File: src/rtl/uram_event_buffer_manager.sv
// Occupancy tracker for NBUF event buffers between the event writer and the readout SM.
// Latency: every output is registered or decoded from registers; inputs take effect the next clk.
// Backpressure: wr_ready drops when full or flushing; writes arriving then are dropped and counted.
module uram_event_buffer_manager #(
    parameter int NBUF     = 4,
    parameter int BUF_BITS = 2,
    parameter int CNT_BITS = 16
) (
    input  logic                clk_i,
    input  logic                rst_i,
    input  logic                ev_wr_done_i,
    input  logic                rd_header_i,
    input  logic                rd_complete_i,
    input  logic                flush_i,
    output logic [BUF_BITS-1:0] wr_buf_o,
    output logic                wr_ready_o,
    output logic [BUF_BITS-1:0] rd_buf_o,
    output logic                data_available_o,
    output logic [BUF_BITS:0]   occupancy_o,
    output logic                rd_busy_o,
    output logic [CNT_BITS-1:0] ev_num_o,
    output logic [CNT_BITS-1:0] overflow_cnt_o,
    output logic                flush_done_o
);

    localparam logic [BUF_BITS:0] OCC_FULL = NBUF[BUF_BITS:0];

    typedef enum logic [1:0] {
        RUN        = 2'd0,
        FLUSH_WAIT = 2'd1,
        FLUSH_CLR  = 2'd2
    } state_t;

    state_t              state, state_nxt;
    logic [BUF_BITS-1:0] wr_ptr, rd_ptr, rd_ptr_nxt;
    logic [BUF_BITS:0]   occ;
    logic [CNT_BITS-1:0] ev_num, ovf_cnt;
    logic                rd_busy, flush_done;
    logic                wr_acc, wr_drop, retire;

    // Full test uses the pre-retire occupancy, so a write to a full set is dropped even on a retire.
    assign wr_acc     = ev_wr_done_i && (occ != OCC_FULL) && (state == RUN);
    assign wr_drop    = ev_wr_done_i && !wr_acc;
    assign retire     = rd_complete_i && (occ != '0);
    assign rd_ptr_nxt = retire ? rd_ptr + BUF_BITS'(1) : rd_ptr;

    always_comb begin
        state_nxt = state;
        case (state)
            RUN:        if (flush_i) state_nxt = rd_busy ? FLUSH_WAIT : FLUSH_CLR;
            FLUSH_WAIT: if (!rd_busy) state_nxt = FLUSH_CLR;
            FLUSH_CLR:  state_nxt = RUN;
            default:    state_nxt = RUN;
        endcase
    end

    always_ff @(posedge clk_i or posedge rst_i) begin
        if (rst_i) begin
            state      <= RUN;
            wr_ptr     <= '0;
            rd_ptr     <= '0;
            occ        <= '0;
            ev_num     <= '0;
            ovf_cnt    <= '0;
            rd_busy    <= 1'b0;
            flush_done <= 1'b0;
        end else begin
            state      <= state_nxt;
            rd_ptr     <= rd_ptr_nxt;
            flush_done <= (state == FLUSH_CLR);

            if (retire)
                ev_num <= ev_num + CNT_BITS'(1);

            if (wr_drop && (ovf_cnt != '1))
                ovf_cnt <= ovf_cnt + CNT_BITS'(1);

            if (rd_complete_i)
                rd_busy <= 1'b0;
            else if (rd_header_i)
                rd_busy <= 1'b1;

            // Flush collapses the ring onto the read pointer; event numbering continues.
            if (state == FLUSH_CLR) begin
                wr_ptr <= rd_ptr_nxt;
                occ    <= '0;
            end else begin
                if (wr_acc)
                    wr_ptr <= wr_ptr + BUF_BITS'(1);
                case ({wr_acc, retire})
                    2'b10:   occ <= occ + (BUF_BITS+1)'(1);
                    2'b01:   occ <= occ - (BUF_BITS+1)'(1);
                    default: occ <= occ;
                endcase
            end
        end
    end

    assign wr_buf_o         = wr_ptr;
    assign rd_buf_o         = rd_ptr;
    assign occupancy_o      = occ;
    assign rd_busy_o        = rd_busy;
    assign ev_num_o         = ev_num;
    assign overflow_cnt_o   = ovf_cnt;
    assign flush_done_o     = flush_done;
    assign data_available_o = (occ != '0) && (state == RUN);
    assign wr_ready_o       = (occ != OCC_FULL) && (state == RUN);

endmodule

File: config.mk
export PLATFORM = sky130hd
export DESIGN_NAME = uram_event_buffer_manager
export DESIGN_NICKNAME = d
export VERILOG_FILES = /design/src/rtl/uram_event_buffer_manager.sv
export SDC_FILE = /design/constraint.sdc
export NUM_CORES = 1
export LEC_CHECK = 0
export CAP_MARGIN = 20
export CORE_AREA = 2 2 71 73
export DETAILED_ROUTE_END_ITERATION = 10
export DIE_AREA = 0 0 73 75
export PLACE_DENSITY = 0.75
export SYNTH_ARGS = -nofsm -noshare
export SYNTH_HDL_FRONTEND = slang
export SYNTH_SLANG_ARGS = --single-unit
export TNS_END_PERCENT = 1
File: constraint.sdc
create_clock -name clk_i -period 2.42 [get_ports clk_i]
set_clock_uncertainty 0.05 [all_clocks]
set_input_delay 0.484 -clock clk_i [delete_from_list [all_inputs] [get_ports clk_i]]
set_output_delay 0.484 -clock clk_i [all_outputs]
set_load 0.02 [all_outputs]
==> results of run 1 <==
## repair_timing
action / 4_1_cts / 5_1_grt
hold buffers: 0 / 0
gates resized for setup: 0 / 1
buffers inserted: 0 / 0
endpoints found under the setup margin: 0 / 1
## state kept, by name (all words and copies together), names as in the netlist
register and flops:
rd_busy_o 1, wr_buf_o 2, state 2, overflow_cnt_o 16, rd_buf_o 2, occupancy_o 3
flush_done_o 1, ev_num_o 16
## per-layer routing
| metal | part of all wire (%) | GRT usage [%] | wire length, um | vias to the layer above |
|---|---|---|---|---|
| met5 | 0 | 0 | 0 | - |
| met4 | 1.3 | 6.79 | 55 | 0 |
| met3 | 4.3 | 4.28 | 187 | 6 |
| met2 | 46 | 27.1 | 1990 | 45 |
| met1 | 48 | 23.6 | 2080 | 777 |
| li1 | - | - | - | 805 |
## per-stage QoR
step / power [W] / area (sq um) / util [%]
after floorplan: 0.00170 / 2090 / -
after global placement: 0.00218 / 2720 / 58.3
after detailed placement: 0.00220 / 2720 / 58.3
after CTS: 0.00264 / 2800 / 60.1
final: 0.00262 / 2800 / 60.1
after global routing: 0.00279 / 2800 / 60.1
## Yosys cell counts
master,n
and4_1,2
or3b_2,1
xnor2_1,16
nand2_1,18
and3_1,2
nor4_4,1
clkbuf_2,1
o21bai_1,2
nor4b_1,1
a211o_2,2
or3b_4,1
nor4_2,1
dfrtp_1,43
xor2_1,16
nor3_1,9
o31ai_2,1
nand4_1,8
nor3b_1,3
fa_1,1
o21a_1,1
nor4_1,7
a21oi_1,1
mux2_2,3
o211ai_1,2
ha_1,2
o21ai_0,1
o31a_2,3
and2_1,1
nand3_1,12
nor2b_1,1
nor2_1,12
a211o_4,1
nand2b_1,2
inv_1,6
nor4b_2,1
o311ai_0,1
o31ai_1,2
## how the worst max path moves through the flow
stage               cells after the start              to            from
floorplan                               7  occupancy_o[2]  occupancy_o[0]
global placement                        7  occupancy_o[2]    ev_wr_done_i
detailed placement                      7  occupancy_o[2]    ev_wr_done_i
CTS                                     3      wr_ready_o  occupancy_o[0]
global route                            3      wr_ready_o  occupancy_o[2]
finish                                  3      wr_ready_o  occupancy_o[2]
## power by group through the flow
stage,clock (W),sequential (W),combinational [W]
after global routing,0.000484,0.00114,0.00117
after detailed placement,0,0.00112,0.00108
after CTS,0.000449,0.00111,0.00108
final,0.000433,0.00111,0.00107
after floorplan,0,0.00126,0.000447
after global placement,0,0.00112,0.00106
## cell type report
class | instances | area (sq um) | share of cell area [%]
clock buffer | 7 | 76.3 | 2.72
clock inverter | 1 | 5.00 | 0.179
inverter | 6 | 22.5 | 0.804
multi-input combinational | 138 | 982 | 35.1
sequential | 43 | 1080 | 38.5
tap | 54 | 67.6 | 2.41
timing repair buffer | 60 | 571 | 20.4
## logic make-up after synthesis
kind of cell	count (synthesis)	share of synthesized area [%]
AOI/OAI and AO/OA	17	7.28
xor gates and xnor gates	32	13.5
and+or+nand+nor	83	22.4
buffers and inverters	7	1.32
adders and majority gates	3	2.16
muxes	3	1.62
DFF	43	51.7
==> impl_metrics.toml, run 1 <==
[grt]
grt_usage_pct = 17.4
grt_pass1_vias = 1608
grt_pass1_wl_um = 7340
globalRouteOverflowTotal = 0
antenna_found_initial = 0
grt_max_degree = 44

[route]
vias = 1633
drtPass1Iterations = 4
wl_per_cell_um = 14.0
via_per_inst = 5.28
drc = 0
drt-initial-drc-count = 60
routed_wirelength_um = 4310
ant_nets = 0

[floorplanning]
die-area_sq_mm = 0.00548
initial_utilization_pct = 44.6
die_y_um = 75
core-area_sq_mm = 0.00466
die_w_um = 73
boundaryPins = 49
row_count = 25

[yosys]
netlist_instances = 188
syn-num-nets = 197
synth-seq-cells = 43
synth_top_area_share_pct = 51.7
synth_area_sq_mm = 0.00208
yosys_warnings = 0
yosys.area.top_type = "dfrtp_1"
post_synth_main_area_contributors = "dfrtp_1, xnor2_1, xor2_1, nand2_1, nand3_1"
synth_area_per_cell_sq_um = 11.1
seq_area_frac_synth_pct = 51.7
synth_cell_types = 37

[power]
clkPwrFrac_pct = 16.5
p_sw_share_pct = 37.7
sequentialPowerShare_pct = 42.4
max-vdd-ir-drop_mv = 0.597
power_density_mw_per_mm2 = 934
power_switching_w = 0.000986
p_int_w = 0.00163
pwr-share-comb_pct = 41.0
p_leak_nw = 1.23

[clock_tree]
cts_tree = "built"
insertion_delay_ps = 290
h-tree-depth = 2
clock-sinks = 43
cts_made_buffers = 5
cts-root-buf = "clkbuf_8"
clk_pin_slew_worst_paths_ps = 80
clk_path_buf_depth = 2

[critical_path]
startpoint_type = "flop"
path_cells = "nor3b_1 -> nor3_1 -> clkdlybuf4s50_1"
worst_path_dominant_cell_family = "buffers and inverters"
cp.required_ps = 1890
rr_startpoint = "occupancy_o[2]"
reg2reg_to = "occupancy_o[2]"
crit_path_top_delay_cell = "clkdlybuf4s50_1"
crit_path_max_fanout = 9
rr_worst_depth = 6
critPathBufInv = 1
path_class = "flop to output port"
critPathMaxStageDelay_ps = 640
end_kind = "output port"
worst-r2r-setup-slack_ps = 330
critPathArrivalTime_ps = 1800

[sta]
min_period_over_period_pct = 96.4
hold_viol = 0
setup_ws_ps = 86.3
setup_viol = 0
fmax_mhz = 428
relSlewSlack_pct = 52.0
rsz0062_at_grt = "false"
drv_slew = 0
period_minus_slack_ps = 2330
tightest_slew_ps = 712
setup_tns_ps = 0
whs_ps = 429

[finish]
final_common_cell = "clkdlybuf4s50_1"
antenna_cells = 0
num-fill-cells = 396
nets = 263
instances_no_fill = 309
area_growth_syn_to_layout_pct = 34.6
drive_gt1_share_pct = 13.7
final_cell_mix = "clkdlybuf4s50_1, dfrtp_1, nand2_1"

[min_path]
hold_path.class = "flop to flop"
min-delay-start = "ev_num_o[15]"
holdPathStages = 1
worstHoldEndpoint = "ev_num_o[15]"

[placement]
portBuffers = 48
place_ws_ps = -132
place_hpwl_um = 3140
placed_cells = 301
gp_congestion = 0.810

[outcome]
status = "finished, final reports clean"

[run]
maxCapViolations = 0
Note: power is estimated with default switching activity, not from simulation.
==> run 2: changes to the inputs <==
CTS_BUF_LIST = sky130_fd_sc_hd__clkbuf_2 sky130_fd_sc_hd__clkbuf_4 sky130_fd_sc_hd__clkbuf_8   (was default)
==> run 2 against run 1 <==
Net effect:
- first-iteration DRC count increased by 3.3%
- cell count did not move
- worst hold slack stayed put
- largest power group unchanged
- largest cell class unchanged
- via count grew 0.37%
- final area increased by 0.27%
==> impl_metrics.toml, run 2 (synthesized netlist as in run 1, its figures left out) <==
[outcome]
status = "finished, final reports clean"

[sta]
drv_slew = 0
setup_viol = 0
fmax_mhz = 428
period_minus_slack_ps = 2330
hold_viol = 0
relSlewSlack_pct = 52.0
rsz0062_at_grt = "false"
tightest_slew_ps = 712
min_period_over_period_pct = 96.5

[critical_path]
worst_path_dominant_cell_family = "buffers and inverters"
crit_path_max_fanout = 9
cp.required_ps = 1890
end_kind = "output port"
path_class = "flop to output port"
critPathMaxStageDelay_ps = 640
critPathBufInv = 1
rr_startpoint = "occupancy_o[2]"
path_cells = "nor3b_1 -> nor3_1 -> clkdlybuf4s50_1"
worst-r2r-setup-slack_ps = 330
crit_path_top_delay_cell = "clkdlybuf4s50_1"
rr_worst_depth = 6
path_depth = 3
startpoint_type = "flop"
reg2reg_to = "occupancy_o[2]"
critPathArrivalTime_ps = 1800

[run]
maxCapViolations = 0

[floorplanning]
initial_utilization_pct = 44.6
row_count = 25
boundaryPins = 49
core-area_sq_mm = 0.00466
die_y_um = 75
die-area_sq_mm = 0.00548
die_w_um = 73

[route]
drtPass1Iterations = 4
via_per_inst = 5.30
wl_per_cell_um = 14.0
vias = 1639
routed_wirelength_um = 4330
drt-initial-drc-count = 62
drc = 0
ant_nets = 0

[grt]
globalRouteOverflowTotal = 0
grt_pass1_wl_um = 7330
use_met2_pct = 27.6
busiest_layer = "met2"
met3_usage_pct = 4.28
grt_usage_pct = 17.4
grt_max_degree = 44
met1_usage_pct = 23.1
antenna_found_initial = 0
grt_pass1_vias = 1604

[finish]
design_area_sq_mm = 0.00281
area_growth_syn_to_layout_pct = 35.0
drive_gt1_share_pct = 14.5
final_common_cell = "clkdlybuf4s50_1"
antenna_cells = 0
nets = 263
instances_no_fill = 309
final_cell_mix = "clkdlybuf4s50_1, dfrtp_1, nand2_1"

[placement]
placed_cells = 301
gp_congestion = 0.810
place_hpwl_um = 3140
placed_area_sq_mm = 0.00272
portBuffers = 48

[power]
p_leak_nw = 1.24
power_density_mw_per_mm2 = 940
max-vdd-ir-drop_mv = 0.592

[min_path]
holdPathStages = 1
min-delay-start = "ev_num_o[15]"
worstHoldEndpoint = "ev_num_o[15]"
hold_path.class = "flop to flop"

[clock_tree]
clk_path_buf_depth = 2
cts_made_buffers = 5
h-tree-depth = 2
clock-sinks = 43
cts_tree = "built"
cts-root-buf = "clkbuf_8"
clk_pin_slew_worst_paths_ps = 80
insertion_delay_ps = 290
==> run 2: changes by cell type in the layout (fill, tap and decap cells not counted) <==
cell / before / now
clkbuf_4: 0 / 2
clkbuf_1: 2 / 0
==> run 2: layer usage <==
| metal | vias up | part of all wire, % |
|---|---|---|
| met4 | 0 | 1.3 |
| met5 | - | 0 |
| met2 | 45 | 47 |
| li1 | 805 | - |
| met1 | 783 | 47 |
| met3 | 6 | 4.3 |
==> run 2: final cells by class <==
class	count	area (sq um)
tap	54	67.6
multi-input combinational	138	982
clock inverter	1	5.00
inverter	6	22.5
sequential	43	1080
clock buffer	7	83.8
fill	393	1850
timing repair buffer	60	571
==> run 2: through the flow <==
step                setup WS (ps)  power (W)  TNS (ps)  hold WS [ps]  util, %
finish                       85.1    0.00264         0           429     60.3
global route                 4.66    0.00282         0           451     60.3
CTS                          90.1    0.00267         0           427     60.2
detailed placement           -132    0.00220      -132           416     58.3
global placement            -92.2    0.00218     -92.2           410     58.3
floorplan                    20.3    0.00170         0           500        -
==> run 2: how the worst max path moves through the flow <==
stage	from	endpoint	slack [ps]
detailed placement	ev_wr_done_i	occupancy_o[2]	-130
global placement	ev_wr_done_i	occupancy_o[2]	-90
floorplan	occupancy_o[0]	occupancy_o[2]	20
global route	occupancy_o[2]	wr_ready_o	5
CTS	occupancy_o[0]	wr_ready_o	90
finish	occupancy_o[2]	wr_ready_o	90
==> run 2: power breakdown <==
group	leakage, nW	internal (W)	switching [W]
clock	0.0491	0.000225	0.000231
combinational	0.633	0.000547	0.000527
sequential	0.557	0.000882	0.000228
total	1.24	0.00165	0.000986
==> run 2: what timing repair did <==
item,4_1_cts,5_1_grt
hold buffers,0,0
hold endpoints to repair,0,0
gates resized for setup,0,1
buffers inserted,0,0
endpoints found under the setup margin,0,1
==> run 3: changes to the inputs <==
CTS_CLUSTER_SIZE = 30   (was default)
SKIP_LAST_GASP = 1   (was default)
==> results of run 3 <==
Final layout, timing and power as in run 2 (identical DEF).
